==> src/rtl/pipe_ctrl_if.sv <==
// Handshake bundle between the pipeline controller and the pipeline stages.
// master = pipe_ctrl (drives STALL/FLUSH/redirect), slave = stage side.
`ifndef INST_ADDR_BUS
`define INST_ADDR_BUS 31:0
`endif

interface pipe_ctrl_if #(
    parameter int CNT_W = 6
);
    logic                 STALLREQ_ID;
    logic                 STALLREQ_EX;
    logic                 STALLREQ_MEM;
    logic                 MULDIV_START;
    logic [CNT_W-1:0]     MULDIV_CYCLES;
    logic                 EXCEPT_VALID;
    logic [3:0]           EXCEPT_TYPE;
    logic [`INST_ADDR_BUS] CP0_EPC;
    logic [5:0]           STALL;
    logic                 FLUSH;
    logic [`INST_ADDR_BUS] NEW_PC;
    logic                 MULDIV_BUSY;
    logic                 MULDIV_DONE;
    logic                 WDT_TRIP;

    modport master (
        input  STALLREQ_ID, STALLREQ_EX, STALLREQ_MEM,
        input  MULDIV_START, MULDIV_CYCLES,
        input  EXCEPT_VALID, EXCEPT_TYPE, CP0_EPC,
        output STALL, FLUSH, NEW_PC,
        output MULDIV_BUSY, MULDIV_DONE, WDT_TRIP
    );

    modport slave (
        output STALLREQ_ID, STALLREQ_EX, STALLREQ_MEM,
        output MULDIV_START, MULDIV_CYCLES,
        output EXCEPT_VALID, EXCEPT_TYPE, CP0_EPC,
        input  STALL, FLUSH, NEW_PC,
        input  MULDIV_BUSY, MULDIV_DONE, WDT_TRIP
    );
endinterface

==> src/rtl/pipe_ctrl.sv <==
// Pipeline controller: stall priority, exception flush/redirect with one-cycle
// lockout, mul/div busy sequencer. Optional stall watchdog via STALL_WATCHDOG_EN.
`ifndef INST_ADDR_BUS
`define INST_ADDR_BUS 31:0
`endif

module pipe_ctrl #(
    parameter logic [31:0] EXC_VECTOR = 32'hBFC0_0380,
    parameter int          CNT_W      = 6,
    parameter int          WDT_LIMIT  = 1023
) (
    input  logic        CLK,
    input  logic        RST,
    pipe_ctrl_if.master bus
);
    typedef enum logic {RUN, LOCK} flush_state_e;
    typedef enum logic [1:0] {IDLE, BUSY, DONE} md_state_e;

    localparam logic [CNT_W-1:0] CNT_ONE = {{(CNT_W-1){1'b0}}, 1'b1};

    flush_state_e         flush_state_q, flush_state_d;
    md_state_e            md_state_q, md_state_d;
    logic [CNT_W-1:0]     md_cnt_q, md_cnt_d;
    logic                 flush;
    logic [`INST_ADDR_BUS] new_pc;
    logic [2:0]           stall_lvl;
    logic [5:0]           stall;

    // Flush FSM: an accepted exception blocks the next one for exactly one cycle.
    always_comb begin
        flush         = 1'b0;
        new_pc        = '0;
        flush_state_d = RUN;
        if (!RST && flush_state_q == RUN && bus.EXCEPT_VALID) begin
            flush         = 1'b1;
            new_pc        = (bus.EXCEPT_TYPE == 4'hE) ? bus.CP0_EPC : EXC_VECTOR;
            flush_state_d = LOCK;
        end
    end

    always_comb begin
        md_state_d = md_state_q;
        md_cnt_d   = md_cnt_q;
        case (md_state_q)
            IDLE: begin
                if (bus.MULDIV_START) begin
                    md_cnt_d   = (bus.MULDIV_CYCLES == '0) ? CNT_ONE : bus.MULDIV_CYCLES;
                    md_state_d = BUSY;
                end
            end
            BUSY: begin
                if (md_cnt_q <= CNT_ONE) begin
                    md_state_d = DONE;
                end else begin
                    md_cnt_d = md_cnt_q - CNT_ONE;
                end
            end
            DONE:    md_state_d = IDLE;
            default: md_state_d = IDLE;
        endcase
        if (flush) begin
            md_state_d = IDLE;
        end
    end

    always_ff @(posedge CLK) begin
        if (RST) begin
            flush_state_q <= RUN;
            md_state_q    <= IDLE;
            md_cnt_q      <= '0;
        end else begin
            flush_state_q <= flush_state_d;
            md_state_q    <= md_state_d;
            md_cnt_q      <= md_cnt_d;
        end
    end

    // Stall depth: number of stages (from PC upward) that are held.
    always_comb begin
        stall_lvl = 3'd0;
        if (RST || flush) begin
            stall_lvl = 3'd0;
        end else if (bus.STALLREQ_MEM) begin
            stall_lvl = 3'd5;
        end else if (bus.STALLREQ_EX || md_state_q == BUSY || bus.MULDIV_START) begin
            stall_lvl = 3'd4;
        end else if (bus.STALLREQ_ID) begin
            stall_lvl = 3'd3;
        end
    end

    genvar gi;
    generate
        for (gi = 0; gi < 6; gi++) begin : g_stall
            assign stall[gi] = (stall_lvl > 3'(gi));
        end
    endgenerate

    assign bus.STALL       = stall;
    assign bus.FLUSH       = flush;
    assign bus.NEW_PC      = new_pc;
    assign bus.MULDIV_BUSY = (md_state_q == BUSY);
    assign bus.MULDIV_DONE = (md_state_q == DONE);

`ifdef STALL_WATCHDOG_EN
    localparam logic [9:0] WDT_LIMIT_W = WDT_LIMIT[9:0];

    logic [9:0] wdt_cnt_q, wdt_cnt_d;
    logic       wdt_trip_q, wdt_trip_d;

    always_comb begin
        wdt_cnt_d  = wdt_cnt_q;
        wdt_trip_d = wdt_trip_q | (wdt_cnt_q >= WDT_LIMIT_W);
        if (stall == 6'b0 || flush) begin
            wdt_cnt_d = '0;
        end else if (wdt_cnt_q != 10'h3FF) begin
            wdt_cnt_d = wdt_cnt_q + 10'd1;
        end
    end

    always_ff @(posedge CLK) begin
        if (RST) begin
            wdt_cnt_q  <= '0;
            wdt_trip_q <= 1'b0;
        end else begin
            wdt_cnt_q  <= wdt_cnt_d;
            wdt_trip_q <= wdt_trip_d;
        end
    end

    assign bus.WDT_TRIP = wdt_trip_q;
`else
    assign bus.WDT_TRIP = 1'b0;
`endif
endmodule

==> src/flat_wrapper.sv <==
// flat-port wrapper written by rule: the top's interface ports become plain ports
module pipe_ctrl_flat 
#(
    parameter logic [31:0] EXC_VECTOR = 32'hBFC0_0380,
    parameter int          CNT_W      = 6,
    parameter int          WDT_LIMIT  = 1023
)
  (CLK, RST, bus_STALLREQ_ID, bus_STALLREQ_EX, bus_STALLREQ_MEM, bus_MULDIV_START, bus_MULDIV_CYCLES, bus_EXCEPT_VALID, bus_EXCEPT_TYPE, bus_CP0_EPC, bus_STALL, bus_FLUSH, bus_NEW_PC, bus_MULDIV_BUSY, bus_MULDIV_DONE, bus_WDT_TRIP);
  pipe_ctrl_if #(.CNT_W(CNT_W)) bus_i ();
  input  logic CLK;
  input  logic RST;
  input wire logic [$bits(bus_i.STALLREQ_ID)-1:0] bus_STALLREQ_ID;
  input wire logic [$bits(bus_i.STALLREQ_EX)-1:0] bus_STALLREQ_EX;
  input wire logic [$bits(bus_i.STALLREQ_MEM)-1:0] bus_STALLREQ_MEM;
  input wire logic [$bits(bus_i.MULDIV_START)-1:0] bus_MULDIV_START;
  input wire logic [$bits(bus_i.MULDIV_CYCLES)-1:0] bus_MULDIV_CYCLES;
  input wire logic [$bits(bus_i.EXCEPT_VALID)-1:0] bus_EXCEPT_VALID;
  input wire logic [$bits(bus_i.EXCEPT_TYPE)-1:0] bus_EXCEPT_TYPE;
  input wire logic [$bits(bus_i.CP0_EPC)-1:0] bus_CP0_EPC;
  output wire logic [$bits(bus_i.STALL)-1:0] bus_STALL;
  output wire logic [$bits(bus_i.FLUSH)-1:0] bus_FLUSH;
  output wire logic [$bits(bus_i.NEW_PC)-1:0] bus_NEW_PC;
  output wire logic [$bits(bus_i.MULDIV_BUSY)-1:0] bus_MULDIV_BUSY;
  output wire logic [$bits(bus_i.MULDIV_DONE)-1:0] bus_MULDIV_DONE;
  output wire logic [$bits(bus_i.WDT_TRIP)-1:0] bus_WDT_TRIP;
  assign bus_i.STALLREQ_ID = bus_STALLREQ_ID;
  assign bus_i.STALLREQ_EX = bus_STALLREQ_EX;
  assign bus_i.STALLREQ_MEM = bus_STALLREQ_MEM;
  assign bus_i.MULDIV_START = bus_MULDIV_START;
  assign bus_i.MULDIV_CYCLES = bus_MULDIV_CYCLES;
  assign bus_i.EXCEPT_VALID = bus_EXCEPT_VALID;
  assign bus_i.EXCEPT_TYPE = bus_EXCEPT_TYPE;
  assign bus_i.CP0_EPC = bus_CP0_EPC;
  assign bus_STALL = bus_i.STALL;
  assign bus_FLUSH = bus_i.FLUSH;
  assign bus_NEW_PC = bus_i.NEW_PC;
  assign bus_MULDIV_BUSY = bus_i.MULDIV_BUSY;
  assign bus_MULDIV_DONE = bus_i.MULDIV_DONE;
  assign bus_WDT_TRIP = bus_i.WDT_TRIP;
  pipe_ctrl #(.EXC_VECTOR(EXC_VECTOR), .CNT_W(CNT_W), .WDT_LIMIT(WDT_LIMIT)) u_core (.CLK(CLK), .RST(RST), .bus(bus_i));
endmodule
==> config.mk <==
export PLATFORM = sky130hd
export DESIGN_NAME = pipe_ctrl_flat
export DESIGN_NICKNAME = d
export VERILOG_FILES = /design/src/rtl/pipe_ctrl_if.sv /design/src/rtl/pipe_ctrl.sv /design/src/flat_wrapper.sv
export SDC_FILE = /design/constraint.sdc
export NUM_CORES = 1
export LEC_CHECK = 0
export ABC_AREA = 0
export BUFFER_PORTS_ARGS = -buffer_cell sky130_fd_sc_hd__clkbuf_2
export CAP_MARGIN = 20
export CORE_MARGIN = 2
export CORE_UTILIZATION = 34
export DETAILED_ROUTE_END_ITERATION = 8
export HOLD_SLACK_MARGIN = 0.05
export PLACE_DENSITY = 0.81
export REMOVE_ABC_BUFFERS = 1
export SLEW_MARGIN = 20
export SYNTH_ARGS = -nofsm -noshare
export SYNTH_HDL_FRONTEND = slang
export SYNTH_SLANG_ARGS = --single-unit
export TNS_END_PERCENT = 30
==> constraint.sdc <==
create_clock -name CLK -period 2.42 [get_ports CLK]
set_input_delay 0.242 -clock CLK [delete_from_list [all_inputs] [get_ports CLK]]
set_output_delay 0.242 -clock CLK [all_outputs]
set_load 0.01 [all_outputs]
# After elaboration in Yosys (flattened, before gate mapping)
# Index checks and enable logic that the tools add are counted.
op_classes:
  mux: 14
  n_eq_ne: 6
  order_cmp: 7
  n_addsub: 1
  reduce_logical: 12
  bitwise_logic: 1
ops:
  columns: ["op", "n"]
  rows:
  - ["2-to-1 mux 32 bit", 2]
  - ["2-to-1 mux 6 bit", 3]
  - ["case mux 6 bit (2 select lines)", 1]
  - ["2-to-1 mux 3 bit", 3]
  - ["> comparator 3 x 1 -> 1 bit, second input constant", 2]
  - ["> comparator 3 x 2 -> 1 bit, second input constant", 2]
  - ["> comparator 3 bit, second input constant", 2]
  - ["less-or-equal comparator 6 x 1 -> 1 bit, second input constant", 1]
  - ["logical NOT 6 bit", 1]
  - ["2-to-1 mux 2 bit", 3]
  - ["subtractor 6 x 1 -> 6 bit, second input constant", 1]
  - ["equality test 4 bit, second input constant", 1]
  - ["!= test 2 bit, second input constant", 2]
  - ["case mux 2 bit (2 select lines)", 1]
  - ["logical OR 1 bit", 3]
  - ["AND reduction 3 bit", 1]
  - ["equality test 2 x 1 -> 1 bit, second input constant", 1]
  - ["equality test 2 bit, second input constant", 1]
  - ["logical AND 1 bit", 2]
  - ["logical NOT 2 bit", 1]
  - ["!= test 2 x 1 -> 1 bit, second input constant", 1]
  - ["AND reduction 2 bit", 1]
  - ["nonzero test 2 bit", 1]
  - ["OR reduction 2 bit", 1]
  - ["other kinds (3)", 3]
totals:
  output_inout_bits: 42
  register_bits: 9
  wordCells: 44
  input_bits: 49

# Longest topological paths before layout
# Gate-level depths: netlist of run 1.
depth:
  word_depth: 7
  ltp_mapped: 7
  ltp_nobuf: 6

# Least setup slack after synthesis of run 1
# Ideal clock, no wire load.
synth_timing:
  path_type: "flip-flop to flip-flop"
  startpoint: "register u_core.md_cnt_q[0]"
  endpoint: "register u_core.md_cnt_q[0]"
  required_time_ns: 2.346
  stages_incl_launch_ff: 8
  setup_time_ns: 0.074
  arrival_time_ns: 1.673
  period_less_slack_ns: 1.747
  slack_ns: 0.673
  n_path_buf: 1
  path_cell_list: "dfxtp_1 -> inv_1 -> ha_1 -> or2_1 -> a41o_1 -> buf_6 -> or3_1 -> a31oi_1"
synth_via:
  elab_chain_len: 3
  word_cells_on_any_way: 6
  classes_between: "add/sub: 1; order compare: 1; eq/ne: 1; mux: 2; reduce/logical: 1"
synth_lines:
  columns: ["item", "line_no", "rtl"]
  rows:
  - ["from (decl)", "pipe_ctrl.sv:23", "logic [CNT_W-1:0] md_cnt_q, md_cnt_d;"]
  - ["from (signal assigned)", "pipe_ctrl.sv:74", "md_cnt_q <= md_cnt_d;"]
  - ["subtractor 6 x 1 -> 6 bit / less-or-equal comparator 6 x 1 -> 1 bit (equally long branches)", "pipe_ctrl.sv:55, pipe_ctrl.sv:52", null]
  - ["2-to-1 mux 6 bit / != test 2 bit (equally long branches)", null, null]
  - ["case mux 6 bit (2 select lines) / AND reduction 3 bit (equally long branches)", null, null]
# Parallel ways exist; a longest one is shown, timed or not. The select of a mux whose other input is x is not followed.
# A chain may end at the register's enable or synchronous reset.

# Final worst setup path of run 1
layout_timing:
  startpoint: "register u_core.md_state_q[1]"
  endpoint: "output bus_STALL[0]"
layout_via:
  elab_chain_len: 7
layout_lines:
  columns: ["item", "line_no", "rtl"]
  rows:
  - ["from (decl)", "pipe_ctrl.sv:22", "md_state_e md_state_q, md_state_d;"]
  - ["from (signal assigned)", "pipe_ctrl.sv:73", "md_state_q <= md_state_d;"]
  - ["equality test 2 x 1 -> 1 bit", "pipe_ctrl.sv:85", "end else if (bus.STALLREQ_EX || md_state_q == BUSY || bus.MULDIV_START) begin"]
  - ["logical OR 1 bit (2 in series)", "pipe_ctrl.sv:85", null]
  - ["2-to-1 mux 3 bit", "pipe_ctrl.sv:85", null]
  - ["2-to-1 mux 3 bit", "pipe_ctrl.sv:83", "end else if (bus.STALLREQ_MEM) begin"]
  - ["2-to-1 mux 3 bit", "pipe_ctrl.sv:81", "if (RST || flush) begin"]
  - ["> comparator 3 x 1 -> 1 bit", "pipe_ctrl.sv:95", "assign stall[gi] = (stall_lvl > 3'(gi));"]
  - ["to (decl)", "flat_wrapper.sv:20", "output wire logic [$bits(bus_i.STALL)-1:0] bus_STALL;"]
# No other way between the ends.

==> results of run 1 <==
[critical path: cells and delay by family, from the launching register on]
kind                   cells  cell delay (ns)
AOI/OAI and AO/OA          1             0.15
and+or+nand+nor            2             0.80
buffers and inverters      2             0.34
DFF                        1             0.37
[routing by layer]
layer / wire length, um / vias to the layer above / part of all wire, %
met5: 0 / - / 0
met4: 20 / 0 / 0.79
li1: - / 573 / -
met1: 985 / 474 / 39
met2: 1240 / 72 / 49
met3: 300 / 4 / 12
[cell type report]
class / count / area, sq um / share of cell area [%]
clock buffer: 4 / 26.3 / 2.02
sequential: 9 / 180 / 13.9
timing repair buffer: 90 / 455 / 35.1
inverter: 6 / 22.5 / 1.73
multi-input combinational: 95 / 579 / 44.6
tap: 28 / 35.0 / 2.70
[cells in the final DEF (no fill, tap or decap)]
master / synthesis / layout
a41o_1: 1 / 1
clkbuf_1: 5 / 1
o21a_1: 12 / 12
a211o_1: 1 / 1
a31oi_1: 2 / 2
clkbuf_4: 0 / 3
nor3_1: 4 / 4
or3_1: 2 / 2
inv_1: 6 / 6
o221a_2: 1 / 1
ha_1: 2 / 2
o21ai_0: 3 / 3
nand2_1: 7 / 7
nand4b_1: 1 / 1
conb_1: 1 / 2
nor2b_1: 2 / 2
nor2_1: 11 / 11
a21oi_1: 9 / 9
a21o_2: 2 / 2
and3_1: 1 / 1
nor4_1: 2 / 2
o21bai_1: 1 / 1
a2bb2oi_1: 1 / 1
nor3b_1: 1 / 1
or2_1: 1 / 1
and2_1: 20 / 20
dfxtp_1: 9 / 9
clkbuf_2: 1 / 88
nand3_1: 1 / 1
buf_4: 2 / 2
nand2b_1: 2 / 2
and3_2: 1 / 1
a221oi_1: 1 / 1
nand3b_1: 1 / 1
[through the flow]
step                      util (%)  instance area [sq um]  std cells  hold WS [ns]
final                         57.6                   1300        232         0.271
after global routing          57.6                   1300        232         0.270
after CTS                     57.6                   1300        232         0.274
after detailed placement      56.4                   1270        228         0.486
after global placement        56.4                   1270        228         0.476
after floorplan                  -                    782        110         0.311
[where the power goes]
group          leakage (nW)  switching, mW  internal [mW]  total [mW]
clock network        0.0150         0.0498         0.0634       0.113
logic                 0.646         0.0895         0.0861       0.176
registers            0.0742         0.0124          0.161       0.174
total                 0.735          0.152          0.311       0.462
[worst paths after layout]
| check | slack (ns) | depth (start not counted) | startpoint | endpoint |
|---|---|---|---|---|
| max | 0.27 | 5 | u_core.md_state_q[1] | bus_STALL[0] |
| min | 0.27 | 2 | RST | u_core.md_cnt_q[1] |
| min reg2reg | 0.50 | 2 | u_core.md_cnt_q[1] | u_core.md_cnt_q[1] |
| max reg2reg | 0.52 | 6 | u_core.md_cnt_q[0] | u_core.md_cnt_q[0] |
[registers in the layout (all words and copies together), names as in the netlist]
name and cells:
u_core.flush_state_q 1, u_core.md_cnt_q 6, u_core.md_state_q 2
[cell families after synthesis]
family                   share of synthesized area, %
AND/OR/NAND/NOR                                  37.6
AO/OA/AOI/OAI                                    28.4
buffers and inverters                            8.76
flip-flops                                       21.8
adder cells (fa/ha/maj)                          3.02
other                                           0.453
==> flow_summary.toml, run 1 <==
[place]
place.gp.congestion = 0.885
hpwl_um = 2180
io_buffers = 88
post-place-ws_ns = 0.542

[timing]
finalMaxSlewViolations = 0
finalSetupTns_ns = 0
worst_pin_slew_ns = 0.750
post-route-min-period_ns = 2.15
final.setup.worst_slack_ns = 0.270
max_slew_margin_pct = 49.8
hold_viol = 0
final-setup-viol-count = 0
rsz0062_at_grt = "false"
period_share_pct = 88.8
clock.fmax_mhz = 465
fin_skew_ns = 0.00742

[worst_setup_path]
cp_max_fo = 8
critPathLaunchType = "register"
criticalPathCategory = "register to output pin"
slowest_stage = "nor4_1"
setup.worst_path.end_class = "output pin"
crit_arrival_ns = 1.91
critPathMaxStageDelay_ns = 0.52
cp.required_ns = 2.18
crit_path_cell_trace = "nand2b_1, inv_1, nor4_1, a21oi_1, clkbuf_2"

[synthesis]
synth_largest_area_cell = "dfxtp_1"
synthCells = 118
yosysMostFrequentCell = "and2_1"
synthDominantCellAreaShare_pct = 21.8
synth_area_leaders = "dfxtp_1, and2_1, o21a_1"
netlist_top_cells_count = "and2_1, o21a_1, nor2_1"
synth.avg_cell_area_sq_um = 7.02
netlist_area_sq_um = 828
synthFlopType = "dfxtp_1"
ys_seq_elements = 9
yosys_warnings = 0
synth_cell_types = 34
synth_seq_area_share_pct = 21.8
synth_edf_count = 0
postSynth.asyncResetShare_pct = 0

[global_route]
use_met3_pct = 4.24
grtUsageMet1_pct = 20.9
grt.overflow.total = 0
grt_max_degree = 21
grtUsageTotal_pct = 18.1
grt_pass1_wl_um = 3850
antenna_found_initial = 0
gr-usage-met2_pct = 32.7
grt_pass1_vias = 947
busiest_layer = "met2"

[min_path]
min_path_type = "input port to register"

[clocking]
insertion_delay_ns = 0.26
ctsHoldBuffers = 0
cts.sinks = 9
postCtsSetupRepairBufs = 0
cts_buffers = 3
ctsHtreeMaxLevel = 1
clk_pin_slew_ns = 0.06
clockRootBuffer = "clkbuf_4"
clk_path_buf_depth = 2
cts_tree = "done"
ctsResizeCount = 0

[routing]
ant_nets = 0
drt_iter0_markers = 29
wl_per_cell_um = 11.0
firstDrtPassIters = 4
vias = 1123
drc = 0
routed_wirelength_um = 2540
vias_per_cell = 4.84

[floorplanning]
die_w_um = 53.4
io_pins = 91
initial_core_util_pct = 36.7
die_area_sq_um = 2850
rows = 17
die_h_um = 53.4
core-area_sq_um = 2250

[status]
status = "finished clean"

[pwr]
powerDensity_nw_per_um2 = 356
power.leakage_nw = 0.735
ir_drop_mv = 0.236
total_power_mw = 0.462

[layout]
finalNetCount = 256
n_antenna_cell = 0
nFillCells = 225
drive_above_1_share_pct = 47.5
area_growth_pct = 56.8

[job]
cap_violations = 0
No activity file was read; power rests on OpenSTA's default activity.
==> run 2, diff against run 1 <==
--- a/config.mk
+++ b/config.mk
@@ -12,2 +12,3 @@
 export CORE_UTILIZATION = 34
+export CTS_CLUSTER_DIAMETER = 40
 export DETAILED_ROUTE_END_ITERATION = 8
--- a/constraint.sdc
+++ b/constraint.sdc
@@ -3,2 +3,2 @@
 set_output_delay 0.242 -clock CLK [all_outputs]
-set_load 0.01 [all_outputs]
+set_load 0.05 [all_outputs]
==> flow_summary.toml, run 2 (synthesized netlist as in run 1, its figures left out) <==
[status]
status = "finished clean"

[clocking]
ctsResizeCount = 0
clk_pin_slew_ns = 0.06
clk_path_buf_depth = 2
cts_buffers = 3
clockRootBuffer = "clkbuf_4"
insertion_delay_ns = 0.27
ctsHtreeMaxLevel = 1
cts_tree = "done"
ctsHoldBuffers = 0
cts.sinks = 9
postCtsSetupRepairBufs = 0

[routing]
vias_per_cell = 4.74
routed_wirelength_um = 2540
firstDrtPassIters = 4
ant_nets = 0
vias = 1108
drc = 0
drt_iter0_markers = 11
wl_per_cell_um = 10.9

[layout]
design_area_sq_um = 1420
area_growth_pct = 71.3
largest_reg_flops = 6
n_antenna_cell = 0
finalNetCount = 258
drive_above_1_share_pct = 48.1
final_common_cell = "clkbuf_2"
top_register = "u_core.md_cnt_q"
largest_registers = "u_core.md_cnt_q (6), u_core.md_state_q (2), u_core.flush_state_q (1)"
final_cell_mix = "clkbuf_2, and2_1, o21a_1, nor2_1"

[timing]
final-setup-viol-count = 0
finalMaxSlewViolations = 0
rsz0062_at_grt = "false"
hold_viol = 0
finalSetupTns_ns = 0
period_share_pct = 89.9
clock.fmax_mhz = 459
final.setup.worst_slack_ns = 0.244
hold_slack_ns = 0.269
post-route-min-period_ns = 2.18
fin_skew_ns = 0.00632

[floorplanning]
die_h_um = 53.4
initial_core_util_pct = 36.7
io_pins = 91
rows = 17
core-area_sq_um = 2250
die_w_um = 53.4
die_area_sq_um = 2850

[pwr]
ir_drop_mv = 0.216
total_power_mw = 0.540
power.leakage_nw = 0.770
powerDensity_nw_per_um2 = 381

[global_route]
grtUsageTotal_pct = 17.5
grt_pass1_wl_um = 3660
grt_pass1_vias = 919
grt.overflow.total = 0
grt_max_degree = 21
antenna_found_initial = 0

[worst_setup_path]
cp.required_ns = 2.18
criticalPathCategory = "register to output pin"
cp_max_fo = 8
crit_arrival_ns = 1.93
setup.worst_path.end_class = "output pin"
critPathLaunchType = "register"

[job]
cap_violations = 0

[place]
io_buffers = 88
place.gp.congestion = 0.884
hpwl_um = 2140
post-place-ws_ns = 0.520
post_dp_cell_area_sq_um = 1390

[min_path]
min_path_type = "input port to register"
[run 2: metrics by stage]
step | cells | util, %
global placement | 230 | 61.8
floorplan | 110 | -
finish | 234 | 62.9
global route | 234 | 62.9
CTS | 234 | 62.9
detailed placement | 230 | 61.8
[run 2: where the power goes]
group	switching [mW]	internal [mW]	leakage (nW)
registers	0.0125	0.161	0.0742
logic	0.160	0.0895	0.681
clock network	0.0533	0.0636	0.0150
total	0.226	0.314	0.770
[run 2: worst paths after layout]
path | start | to | slack (ns) | cells after the start
worst max-delay path | u_core.md_state_q[1] | bus_STALL[2] | 0.24 | 6
worst min register to register | u_core.md_cnt_q[1] | u_core.md_cnt_q[1] | 0.48 | 2
worst max register to register | u_core.md_cnt_q[0] | u_core.md_cnt_q[0] | 0.51 | 6
worst min-delay path | RST | u_core.md_cnt_q[3] | 0.27 | 2
[run 2: layer usage]
layer,track usage (%),wire [um],up-vias
li1,-,-,578
met1,20.2,1040,464
met2,31.1,1220,61
met3,2.82,245,5
met4,7.69,42,0
met5,0,0,-
[run 2: cell type report]
cell class / count / area (sq um)
sequential: 9 / 180
multi-input combinational: 95 / 579
clock buffer: 4 / 26.3
inverter: 6 / 22.5
fill: 202 / 836
timing repair buffer: 92 / 576
tap: 28 / 35.0
[run 2: critical path, stage by stage (launching register included)]
cell      delay, ns
dfxtp_1        0.38
nand2b_1       0.30
inv_1          0.19
nor4_1         0.29
buf_4          0.19
a21oi_1        0.06
clkbuf_2       0.24
